## src/rtl/bp_pkg.sv

```systemverilog
// Shared types and width helpers for the BTB: predictor counter encoding,
// per-entry state record and index/tag width derivation.
package bp_pkg;

  typedef enum logic [1:0] {
    SNT = 2'b00,
    WNT = 2'b01,
    WT  = 2'b10,
    ST  = 2'b11
  } bp_ctr_e;

  // Tag and target widths depend on module parameters, so they live in
  // parallel arrays beside this record inside the table.
  typedef struct packed {
    logic    valid;
    bp_ctr_e ctr;
  } bp_entry_t;

  function automatic int idx_w(input int entries);
    return $clog2(entries);
  endfunction

  function automatic int tag_w(input int entries, input int addr_w);
    return addr_w - $clog2(entries) - 2;
  endfunction

endpackage

```

## src/rtl/branch_predictor_btb_if.sv

```systemverilog
// Fetch lookup, EX resolution and statistics signals between the core and the BTB.
interface branch_predictor_btb_if #(
  parameter int ADDR_W = 32,
  parameter int CTR_W  = 32
);
  logic [ADDR_W-1:0] if_pc;
  logic              if_valid;
  logic              pred_taken;
  logic [ADDR_W-1:0] pred_target;
  logic              ex_valid;
  logic [ADDR_W-1:0] ex_pc;
  logic              ex_is_branch;
  logic              ex_taken;
  logic [ADDR_W-1:0] ex_target;
  logic              ex_pred_taken;
  logic [ADDR_W-1:0] ex_pred_target;
  logic              mispredict;
  logic [ADDR_W-1:0] redirect_pc;
  logic [CTR_W-1:0]  lookup_count;
  logic [CTR_W-1:0]  mispred_count;

  modport master (
    output if_pc, if_valid, ex_valid, ex_pc, ex_is_branch, ex_taken, ex_target,
           ex_pred_taken, ex_pred_target,
    input  pred_taken, pred_target, mispredict, redirect_pc, lookup_count, mispred_count
  );

  modport slave (
    input  if_pc, if_valid, ex_valid, ex_pc, ex_is_branch, ex_taken, ex_target,
           ex_pred_taken, ex_pred_target,
    output pred_taken, pred_target, mispredict, redirect_pc, lookup_count, mispred_count
  );
endinterface

```

## src/rtl/bp_sat_ctr2.sv

```systemverilog
// 2-bit saturating predictor counter next-state: count up on taken, down otherwise.
module bp_sat_ctr2
  import bp_pkg::*;
(
  input  logic    taken,
  input  bp_ctr_e ctr,
  output bp_ctr_e ctr_next
);

  always_comb begin
    ctr_next = ctr;
    if (taken) begin
      if (ctr != ST) ctr_next = bp_ctr_e'(ctr + 2'd1);
    end else begin
      if (ctr != SNT) ctr_next = bp_ctr_e'(ctr - 2'd1);
    end
  end

endmodule

```

## src/rtl/branch_predictor_btb.sv

```systemverilog
// Direct-mapped flop-based BTB with 2-bit predictors: same-cycle fetch lookup,
// EX-stage training, mispredict/redirect generation and saturating statistics.
module branch_predictor_btb
  import bp_pkg::*;
#(
  parameter int ENTRIES = 16,
  parameter int ADDR_W  = 32,
  parameter int MODE    = 1,
  parameter int CTR_W   = 32
) (
  input  logic clk,
  input  logic reset,
  branch_predictor_btb_if.slave bus
);

  localparam int IDX_W = idx_w(ENTRIES);
  localparam int TAG_W = tag_w(ENTRIES, ADDR_W);

  bp_entry_t         st_q  [ENTRIES];
  logic [TAG_W-1:0]  tag_q [ENTRIES];
  logic [ADDR_W-1:0] tgt_q [ENTRIES];
  logic [CTR_W-1:0]  lookup_q;
  logic [CTR_W-1:0]  mispred_q;

  logic [IDX_W-1:0] if_idx, ex_idx;
  logic [TAG_W-1:0] if_tag, ex_tag;
  logic             if_hit, ex_hit;
  logic             mispredict_raw;
  bp_ctr_e          ctr_next;

  assign if_idx = bus.if_pc[IDX_W+1:2];
  assign if_tag = bus.if_pc[ADDR_W-1:IDX_W+2];
  assign ex_idx = bus.ex_pc[IDX_W+1:2];
  assign ex_tag = bus.ex_pc[ADDR_W-1:IDX_W+2];

  assign if_hit = st_q[if_idx].valid && (tag_q[if_idx] == if_tag);
  assign ex_hit = st_q[ex_idx].valid && (tag_q[ex_idx] == ex_tag);

  bp_sat_ctr2 u_sat_ctr (
    .taken    (bus.ex_taken),
    .ctr      (st_q[ex_idx].ctr),
    .ctr_next (ctr_next)
  );

  always_comb begin
    mispredict_raw = 1'b0;
    if (bus.ex_valid) begin
      if (bus.ex_is_branch)
        mispredict_raw = (bus.ex_pred_taken != bus.ex_taken) ||
                         (bus.ex_taken && (bus.ex_pred_target != bus.ex_target));
      else
        mispredict_raw = bus.ex_pred_taken;
    end
  end

  // Lookup reads pre-update table contents; there is no EX-to-IF bypass.
  assign bus.pred_taken  = reset && (MODE != 0) && if_hit && st_q[if_idx].ctr[1];
  assign bus.pred_target = if_hit ? tgt_q[if_idx] : bus.if_pc + ADDR_W'(4);
  assign bus.mispredict  = reset && mispredict_raw;
  assign bus.redirect_pc = !reset ? '0 :
                           (bus.ex_is_branch && bus.ex_taken) ? bus.ex_target :
                           bus.ex_pc + ADDR_W'(4);
  assign bus.lookup_count  = lookup_q;
  assign bus.mispred_count = mispred_q;

  always_ff @(posedge clk) begin
    if (!reset) begin
      for (int i = 0; i < ENTRIES; i++) st_q[i] <= '{valid: 1'b0, ctr: WNT};
      lookup_q  <= '0;
      mispred_q <= '0;
    end else begin
      if (bus.ex_valid && bus.ex_is_branch) begin
        if (ex_hit) begin
          st_q[ex_idx].ctr <= ctr_next;
          if (bus.ex_taken) tgt_q[ex_idx] <= bus.ex_target;
        end else if (bus.ex_taken) begin
          st_q[ex_idx]  <= '{valid: 1'b1, ctr: WT};
          tag_q[ex_idx] <= ex_tag;
          tgt_q[ex_idx] <= bus.ex_target;
        end
      end else if (bus.ex_valid && bus.ex_pred_taken) begin
        // A non-branch predicted taken aliased onto this slot; drop it.
        st_q[ex_idx].valid <= 1'b0;
      end
      if (bus.if_valid && (lookup_q != '1)) lookup_q <= lookup_q + CTR_W'(1);
      if (mispredict_raw && (mispred_q != '1)) mispred_q <= mispred_q + CTR_W'(1);
    end
  end

endmodule

```

## src/flat_wrapper.sv

```systemverilog
// flat-port wrapper written by rule: the top's interface ports become plain ports
module branch_predictor_btb_flat import bp_pkg::*;
#(
  parameter int ENTRIES = 16,
  parameter int ADDR_W  = 32,
  parameter int MODE    = 1,
  parameter int CTR_W   = 32
)
  (clk, reset, bus_if_pc, bus_if_valid, bus_ex_valid, bus_ex_pc, bus_ex_is_branch, bus_ex_taken, bus_ex_target, bus_ex_pred_taken, bus_ex_pred_target, bus_pred_taken, bus_pred_target, bus_mispredict, bus_redirect_pc, bus_lookup_count, bus_mispred_count);
  branch_predictor_btb_if #(.ADDR_W(ADDR_W), .CTR_W(CTR_W)) bus_i ();
  input  logic clk;
  input  logic reset;
  input wire logic [$bits(bus_i.if_pc)-1:0] bus_if_pc;
  input wire logic [$bits(bus_i.if_valid)-1:0] bus_if_valid;
  input wire logic [$bits(bus_i.ex_valid)-1:0] bus_ex_valid;
  input wire logic [$bits(bus_i.ex_pc)-1:0] bus_ex_pc;
  input wire logic [$bits(bus_i.ex_is_branch)-1:0] bus_ex_is_branch;
  input wire logic [$bits(bus_i.ex_taken)-1:0] bus_ex_taken;
  input wire logic [$bits(bus_i.ex_target)-1:0] bus_ex_target;
  input wire logic [$bits(bus_i.ex_pred_taken)-1:0] bus_ex_pred_taken;
  input wire logic [$bits(bus_i.ex_pred_target)-1:0] bus_ex_pred_target;
  output wire logic [$bits(bus_i.pred_taken)-1:0] bus_pred_taken;
  output wire logic [$bits(bus_i.pred_target)-1:0] bus_pred_target;
  output wire logic [$bits(bus_i.mispredict)-1:0] bus_mispredict;
  output wire logic [$bits(bus_i.redirect_pc)-1:0] bus_redirect_pc;
  output wire logic [$bits(bus_i.lookup_count)-1:0] bus_lookup_count;
  output wire logic [$bits(bus_i.mispred_count)-1:0] bus_mispred_count;
  assign bus_i.if_pc = bus_if_pc;
  assign bus_i.if_valid = bus_if_valid;
  assign bus_i.ex_valid = bus_ex_valid;
  assign bus_i.ex_pc = bus_ex_pc;
  assign bus_i.ex_is_branch = bus_ex_is_branch;
  assign bus_i.ex_taken = bus_ex_taken;
  assign bus_i.ex_target = bus_ex_target;
  assign bus_i.ex_pred_taken = bus_ex_pred_taken;
  assign bus_i.ex_pred_target = bus_ex_pred_target;
  assign bus_pred_taken = bus_i.pred_taken;
  assign bus_pred_target = bus_i.pred_target;
  assign bus_mispredict = bus_i.mispredict;
  assign bus_redirect_pc = bus_i.redirect_pc;
  assign bus_lookup_count = bus_i.lookup_count;
  assign bus_mispred_count = bus_i.mispred_count;
  branch_predictor_btb #(.ENTRIES(ENTRIES), .ADDR_W(ADDR_W), .MODE(MODE), .CTR_W(CTR_W)) u_core (.clk(clk), .reset(reset), .bus(bus_i));
endmodule
```

## config.mk

```make
export PLATFORM = sky130hd
export DESIGN_NAME = branch_predictor_btb_flat
export DESIGN_NICKNAME = d
export VERILOG_FILES = /design/src/rtl/bp_pkg.sv /design/src/rtl/branch_predictor_btb_if.sv /design/src/rtl/bp_sat_ctr2.sv /design/src/rtl/branch_predictor_btb.sv /design/src/flat_wrapper.sv
export SDC_FILE = /design/constraint.sdc
export NUM_CORES = 2
export LEC_CHECK = 0
export CORE_MARGIN = 8
export CORE_UTILIZATION = 34
export DETAILED_ROUTE_END_ITERATION = 10
export GPL_TIMING_DRIVEN = 0
export HOLD_SLACK_MARGIN = 0.06
export PLACE_DENSITY = 0.61
export SLEW_MARGIN = 5
export SYNTH_ARGS = -nofsm -noshare
export SYNTH_HDL_FRONTEND = slang
export SYNTH_SLANG_ARGS = --single-unit
```

## constraint.sdc

```tcl
create_clock -name clk -period 5.73 [get_ports clk]
set_input_delay 0.8595 -clock clk [delete_from_list [all_inputs] [get_ports clk]]
set_output_delay 0.8595 -clock clk [all_outputs]
set_load 0.02 [all_outputs]
```

After elaboration in Yosys (flattened, before gate mapping)

Memory sizes are Yosys's and may differ from the RTL's.
Index checks and enable logic that the tools add are counted.

Equal/unequal tests: 7
$add $sub $neg: 6
Shifts and indexed selects: 0
$mul: 0
Order comparisons: 0
Div/mod/pow operators: 0
Mux-type cells: 32
Reductions and logical operators: 14
Bitwise operators: 3

Operators with widths:

| cell                                                                | number |
|---|---|
| 32-bit 2-to-1 mux                                                   | 4 |
| 32-bit by 1-bit adder with 32-bit output (second input constant)    | 2 |
| 32-bit by 3-bit adder with 32-bit output (second input constant)    | 2 |
| 32-bit inequality test (second input constant)                      | 2 |
| 26-bit == test                                                      | 2 |
| 32-bit inequality test                                              | 1 |
| 1-bit 2-to-1 mux                                                    | 21 |
| 1-bit logical AND                                                   | 11 |
| 2-bit 2-to-1 mux                                                    | 5 |
| 4-bit 2-to-1 mux                                                    | 1 |
| 3-bit 2-to-1 mux                                                    | 1 |
| 1-bit bitwise OR                                                    | 3 |
| 3-bit OR reduction                                                  | 1 |
| 2-bit by 1-bit adder with 2-bit output (second input constant)      | 1 |
| 2-bit inequality test (second input constant)                       | 1 |
| 2-bit nonzero test                                                  | 1 |
| 2-bit by 1-bit subtractor with 2-bit output (second input constant) | 1 |
| 1-bit logical OR                                                    | 1 |
| 1-bit inequality test                                               | 1 |

Bits in writable memories: 976
Bits of input ports: 135
Bits in latches: 0
Memories kept: 3
Word-level logic and storage cells: 67
ROM bits: 0
Bits in registers: 64
Output and inout bits: 130

Memories:

| memory       | words | bits a word | read ports | clocked after memory_dff | write ports | line                       | source |
|---|---|---|---|---|---|---|---|
| u_core.tgt_q | 16    | 32          | 1          | 0                        | 1           | branch_predictor_btb.sv:21 | `logic [ADDR_W-1:0] tgt_q [ENTRIES];` |
| u_core.tag_q | 16    | 26          | 2          | 0                        | 1           | branch_predictor_btb.sv:20 | `logic [TAG_W-1:0] tag_q [ENTRIES];` |
| u_core.st_q  | 16    | 3           | 2          | 0                        | 16          | branch_predictor_btb.sv:19 | `bp_entry_t st_q [ENTRIES];` |

Logic depth before layout (Yosys ltp)

An unclocked memory read counts as a cell.

Depth in word-level cells: 10
Depth in mapped cells: 15
Gate-level depth less buffers: 10

Cells and area by module

A second synthesis with hierarchy kept.

Cell total of the unflattened synthesis: 2805
Area, all modules: 47773.3 sq um

By module, submodules not included:

| module               | cells an instance | instances | sequential area each (sq um) | area each (sq um) |
|---|---|---|---|---|
| branch_predictor_btb | 2802              | 1         | 30589.3                      | 47747.0 |
| bp_sat_ctr2          | 3                 | 1         | 0.0                          | 26.3 |

Worst setup path before layout

OpenSTA, ideal clock, no wires.

Path type: input-to-reg
From: input bus_ex_pc[3]
To: memory u_core.tag_q[6][0] (netlist name) (enable)
Data required time: 5288 ps
Library setup time: 442 ps
Stages: 12
Buffers on the path: 5
Arrival time: 4781 ps
Path slack: 507 ps
Cell sequence: buf_2 buf_2 clkbuf_1 buf_2 mux4_2 mux2i_1 xnor2_1 a2bb2oi_1 nor3_1 and4_1 clkbuf_1 nor3_1

Word-level cells in the longest chain between the ends: 7
Elaborated cells between the ends (all ways): 8
Those cells by class: eq/ne: 1; mux: 4; reduce/logical: 1; memory: 2

Ends and longest elaborated chain:

| item                                   | line                       | source |
|---|---|---|
| start, declared                        | flat_wrapper.sv:16         | `input wire logic [$bits(bus_i.ex_pc)-1:0] bus_ex_pc;` |
| memory 16 x 26 bit                     | -                          |  |
| 26-bit == test                         | branch_predictor_btb.sv:37 | `assign ex_hit = st_q[ex_idx].valid && (tag_q[ex_idx] == ex_tag);` |
| 1-bit logical AND                      | branch_predictor_btb.sv:37 |  |
| 1-bit 2-to-1 mux                       | branch_predictor_btb.sv:73 | `if (ex_hit) begin` |
| 1-bit 2-to-1 mux                       | branch_predictor_btb.sv:72 | `if (bus.ex_valid && bus.ex_is_branch) begin` |
| 1-bit 2-to-1 mux                       | branch_predictor_btb.sv:67 | `if (!reset) begin` |
| 1-bit 2-to-1 mux (not written as such) | branch_predictor_btb.sv:78 | `tag_q[ex_idx] <= ex_tag;` |
| end, declared                          | branch_predictor_btb.sv:20 |  |

Several ways; a longest one is shown, not always the timed one.

Final worst setup path

From: input bus_if_pc[5]
To: output bus_pred_target[30]

Word-level cells in the longest chain between the ends: 4
Elaborated cells between the ends (all ways): 7
Those cells by class: add/sub: 1; eq/ne: 1; mux: 1; reduce/logical: 1; memory: 3

Ends and longest elaborated chain:

| item                | line                       | source |
|---|---|---|
| start, declared     | flat_wrapper.sv:13         | `input wire logic [$bits(bus_i.if_pc)-1:0] bus_if_pc;` |
| memory 16 x 26 bit  | -                          |  |
| 26-bit == test      | branch_predictor_btb.sv:36 | `assign if_hit = st_q[if_idx].valid && (tag_q[if_idx] == if_tag);` |
| 1-bit logical AND   | branch_predictor_btb.sv:36 |  |
| 32-bit 2-to-1 mux * | branch_predictor_btb.sv:58 | `assign bus.pred_target = if_hit ? tgt_q[if_idx] : bus.if_pc + ADDR_W'(4);` |
| end, declared       | flat_wrapper.sv:23         | `output wire logic [$bits(bus_i.pred_target)-1:0] bus_pred_target;` |

Every way passes the cells marked *; elsewhere a longest branch is shown, timed or not.

==> summary.md <==
| Metric | Value |
|---|---|
| Vias in the first global route | 30351 |
| Crit share post-route | 0.995 |
| VDD IR max | 0.000299 V |
| Placer Congestion | a little under 1 |
| Fin. Hold Viols | 0 |
| Critical-path maximum fanout | 10 |
| Status | completed |
| Clk slew on worst S/H paths | 0.06 ns |
| Yosys warnings | 0 |
| Total gr overflow | 0 |
| Max Cap Viol | 0 |
| Slew HR | 0.116 |
| Via count | 31020 |
| Power density cells | 294 nW/um2 |
| Mapped Area | approximately 48000 um2 |
| Routed WL | roughly 180000 um |
| Max Slew Vio Count | 0 |
| Post-synthesis sequential element count | 1040 |
| Die area | 153000 um2 |
| Main synth FF type | edfxtp_1 |
| Post-Syn Nets | 2948 |
| FMAX | 175 MHz |
| Cells after Synth | roughly 2800 |
| Cell variety after synth | 72 |
| CTS tree | yes |
| Initial antenna violation count | 15 |
| Total power | 17.2 mW |
| Largest net degree at the start of global routing | 24 |
| CP arrival | 4.84 ns |
| Skew final | approximately 0.12 ns |
| Skew-Pair Late Insertion Delay | ~0.8 ns |
| Layout cell share with drive strength beyond 1 | 0.249 |
| CP peak stage delay | 0.54 ns |
| DRC | 0 |
| Fillers | 12515 |
| LEAKAGE | 19.1 nW |
| Post-detailed-route count of antenna-violating nets | 0 |
| Die height | 391 um |
| Hold crit path type | reg2reg |
| Setup tns final | 0 ns |
| Mean post-synth cell area | approximately 17 um2 |
| Critical Path End Type | output port |
| Slowest CP cell | clkbuf_1 |
| Longest Clk Path Bufs | 3 |
| Asr flop ratio synth | 0 |
| Initial core utilization | 0.343 |
| Drt first pass iters | 6 |
| Final setup violation count | 0 |
| Die Wd | 391 um |
| Critical path class | in2out |
| TritonCTS Sinks | 1040 |
| Total GRT Usage | 0.227 |
| CP startpoint kind | primary input |
| Vias per inst | 5.96 |
| Register area | 30600 um2 |
| CTS Buf Count | 111 |
| Synthesis-to-finish area growth | 22.3% |
| Drt wl/cell | 34.4 um |
| Worst Path Buf+Inv | 4 |
| Worst Tran Pin Value | between 1 and 1.5 ns |
| Number of nets in the layout | 3376 |
| Root buf cell | clkbuf_16 |
| Post-DP HPWL | about 130000 um |
| Post-synth EDFFs | 976 |
| Leading cell types in the layout, fill and taps excluded | edfxtp_1, mux4_2, clkdlybuf4s50_1, nand2_1, mux2i_1 |
| Rows | roughly 140 |
| Sequential area share after synthesis | 0.639 |
| IO Pins | 265 |
| Global-route wire length before repair | 244000 um |
| Commonest non-fill, non-tap cell in the layout | edfxtp_1 |
| Core area | 140000 um2 |
| Hold_ws | 0.516 ns |
| # H-tree levels | 3 |
| CP required | 4.87 ns |
| Multi-input combinational cell area | 16900 um2 |
| Cell chain of the critical path | clkbuf_2, clkbuf_1, clkbuf_1, and3_1, nand4_1, nor2_2, nand2_1, nor2_1, nand4_1, nor2_1, xnor2_1, mux2_2, clkdlybuf4s15_1 |
| CP delay by family, top | buffers and inverters |
| Buffers on Ports | 254 |
| Period minus WS final | 5.70 ns |
| 1st-iter DRT viols | 4473 |
per-layer routing:
metal / routed length [um] / vias to the layer above / share of wire / GRT usage
met5: 36 / - / 0.00020 / 0
met4: 7700 / 6 / 0.043 / 0.0935
met3: 20400 / 384 / 0.11 / 0.0616
met2: 80800 / 2091 / 0.45 / 0.350
met1: 70200 / 16226 / 0.39 / 0.304
li1: - / 12313 / - / -
tightest hold or removal path, cell delays in order, from the launching register on:
cell and delay (ns):
dfxtp_1 0.33, o21ai_0 0.07, a21boi_0 0.07
where the power goes:
| group | switching [mW] | total (mW) | leakage [nW] | internal, mW |
|---|---|---|---|---|
| registers | 0.0208 | 8.37 | 9.34 | 8.35 |
| clock network | 3.15 | 7.14 | 1.74 | 3.99 |
| logic | 1.08 | 1.73 | 8.07 | 0.650 |
sequential cells by signal, indices dropped and copies added, names as in the netlist:
name / flops
u_core.bus.lookup_count: 32
u_core.bus.mispred_count: 32
u_core.st_q: 48
u_core.tag_q: 416
u_core.tgt_q: 512
stage by stage:
step / util / instances / instance area, um2 / setup slack, ns
2_1_floorplan: - / 2806 / 47900 / 0.507
3_3_place_gp: 0.378 / 4936 / 52800 / -5.04
3_5_place_dp: 0.386 / 4978 / 53900 / -3.00
4_1_cts: 0.418 / 5191 / 58400 / 0.00101
5_1_grt: 0.419 / 5201 / 58500 / -0.00591
6_report: 0.419 / 5207 / 58500 / 0.0281
cell type report:
class / count / share of cell area
Timing Repair Buffer: 319 / 0.0622
Antenna cell: 9 / 0.000385
Clock inverter: 70 / 0.0127
Sequential cell: 1040 / 0.523
Clock buffer: 131 / 0.0487
Inverter: 46 / 0.00304
Buffer: 170 / 0.0219
Tap cell: 1876 / 0.0401
Multi-Input combinational cell: 1546 / 0.288
repair_timing:
| action | 4_1_cts | 5_1_grt |
|---|---|---|
| endpoints found under the setup margin | 551 | 126 |
| hold buffers | 0 | 0 |
| buffers inserted | 14 | 7 |
| gates resized for setup | 310 | 81 |
| cloned | 0 | 2 |
| pin swaps | 6 | 5 |
worst paths after layout:
| path | startpoint | end | slack (ns) | depth (start not counted) |
|---|---|---|---|---|
| max | bus_if_pc[5] | bus_pred_target[30] | 0.03 | 13 |
| min | u_core.bus.mispred_count[9] | u_core.bus.mispred_count[9] | 0.52 | 2 |
| max reg2reg | u_core.st_q[10][2] | u_core.tag_q[7][16] | 1.17 | 10 |
| min reg2reg | u_core.bus.mispred_count[9] | u_core.bus.mispred_count[9] | 0.52 | 2 |
kinds of logic (layout without fill, tap and decap cells):
family                     after synthesis  count (layout)  synth area share
DFF                                   1040            1040             0.639
and+or+nand+nor                        548             548            0.0581
muxes                                  536             536             0.206
AOI/OAI and AO/OA                      283             283            0.0421
buffers and inverters                  220             736            0.0213
xor gates and xnor gates               172             172            0.0315
adders and majority gates                7               7           0.00183
other                                    0               9                 0
synth_stat cells (18+ instances only):
cell type	number	area, um2
a21oi_1	23	115
a22oi_1	30	225
and2_1	63	394
and3_1	26	163
buf_1	24	90.1
buf_2	25	125
clkbuf_1	95	357
dfxtp_1	64	1280
edfxtp_1	976	29300
inv_1	44	165
mux2_1	26	293
mux2_2	18	203
mux2i_1	137	1370
mux4_2	355	8000
nand2_1	145	544
nand3_1	62	310
nand4_1	38	238
nor2_1	94	353
nor3_1	35	175
nor4_1	31	194
o211a_1	29	290
o21ai_0	69	345
o22ai_1	22	138
xnor2_1	115	1010
xor2_1	57	499
No activity file was read; power rests on OpenSTA's default activity.
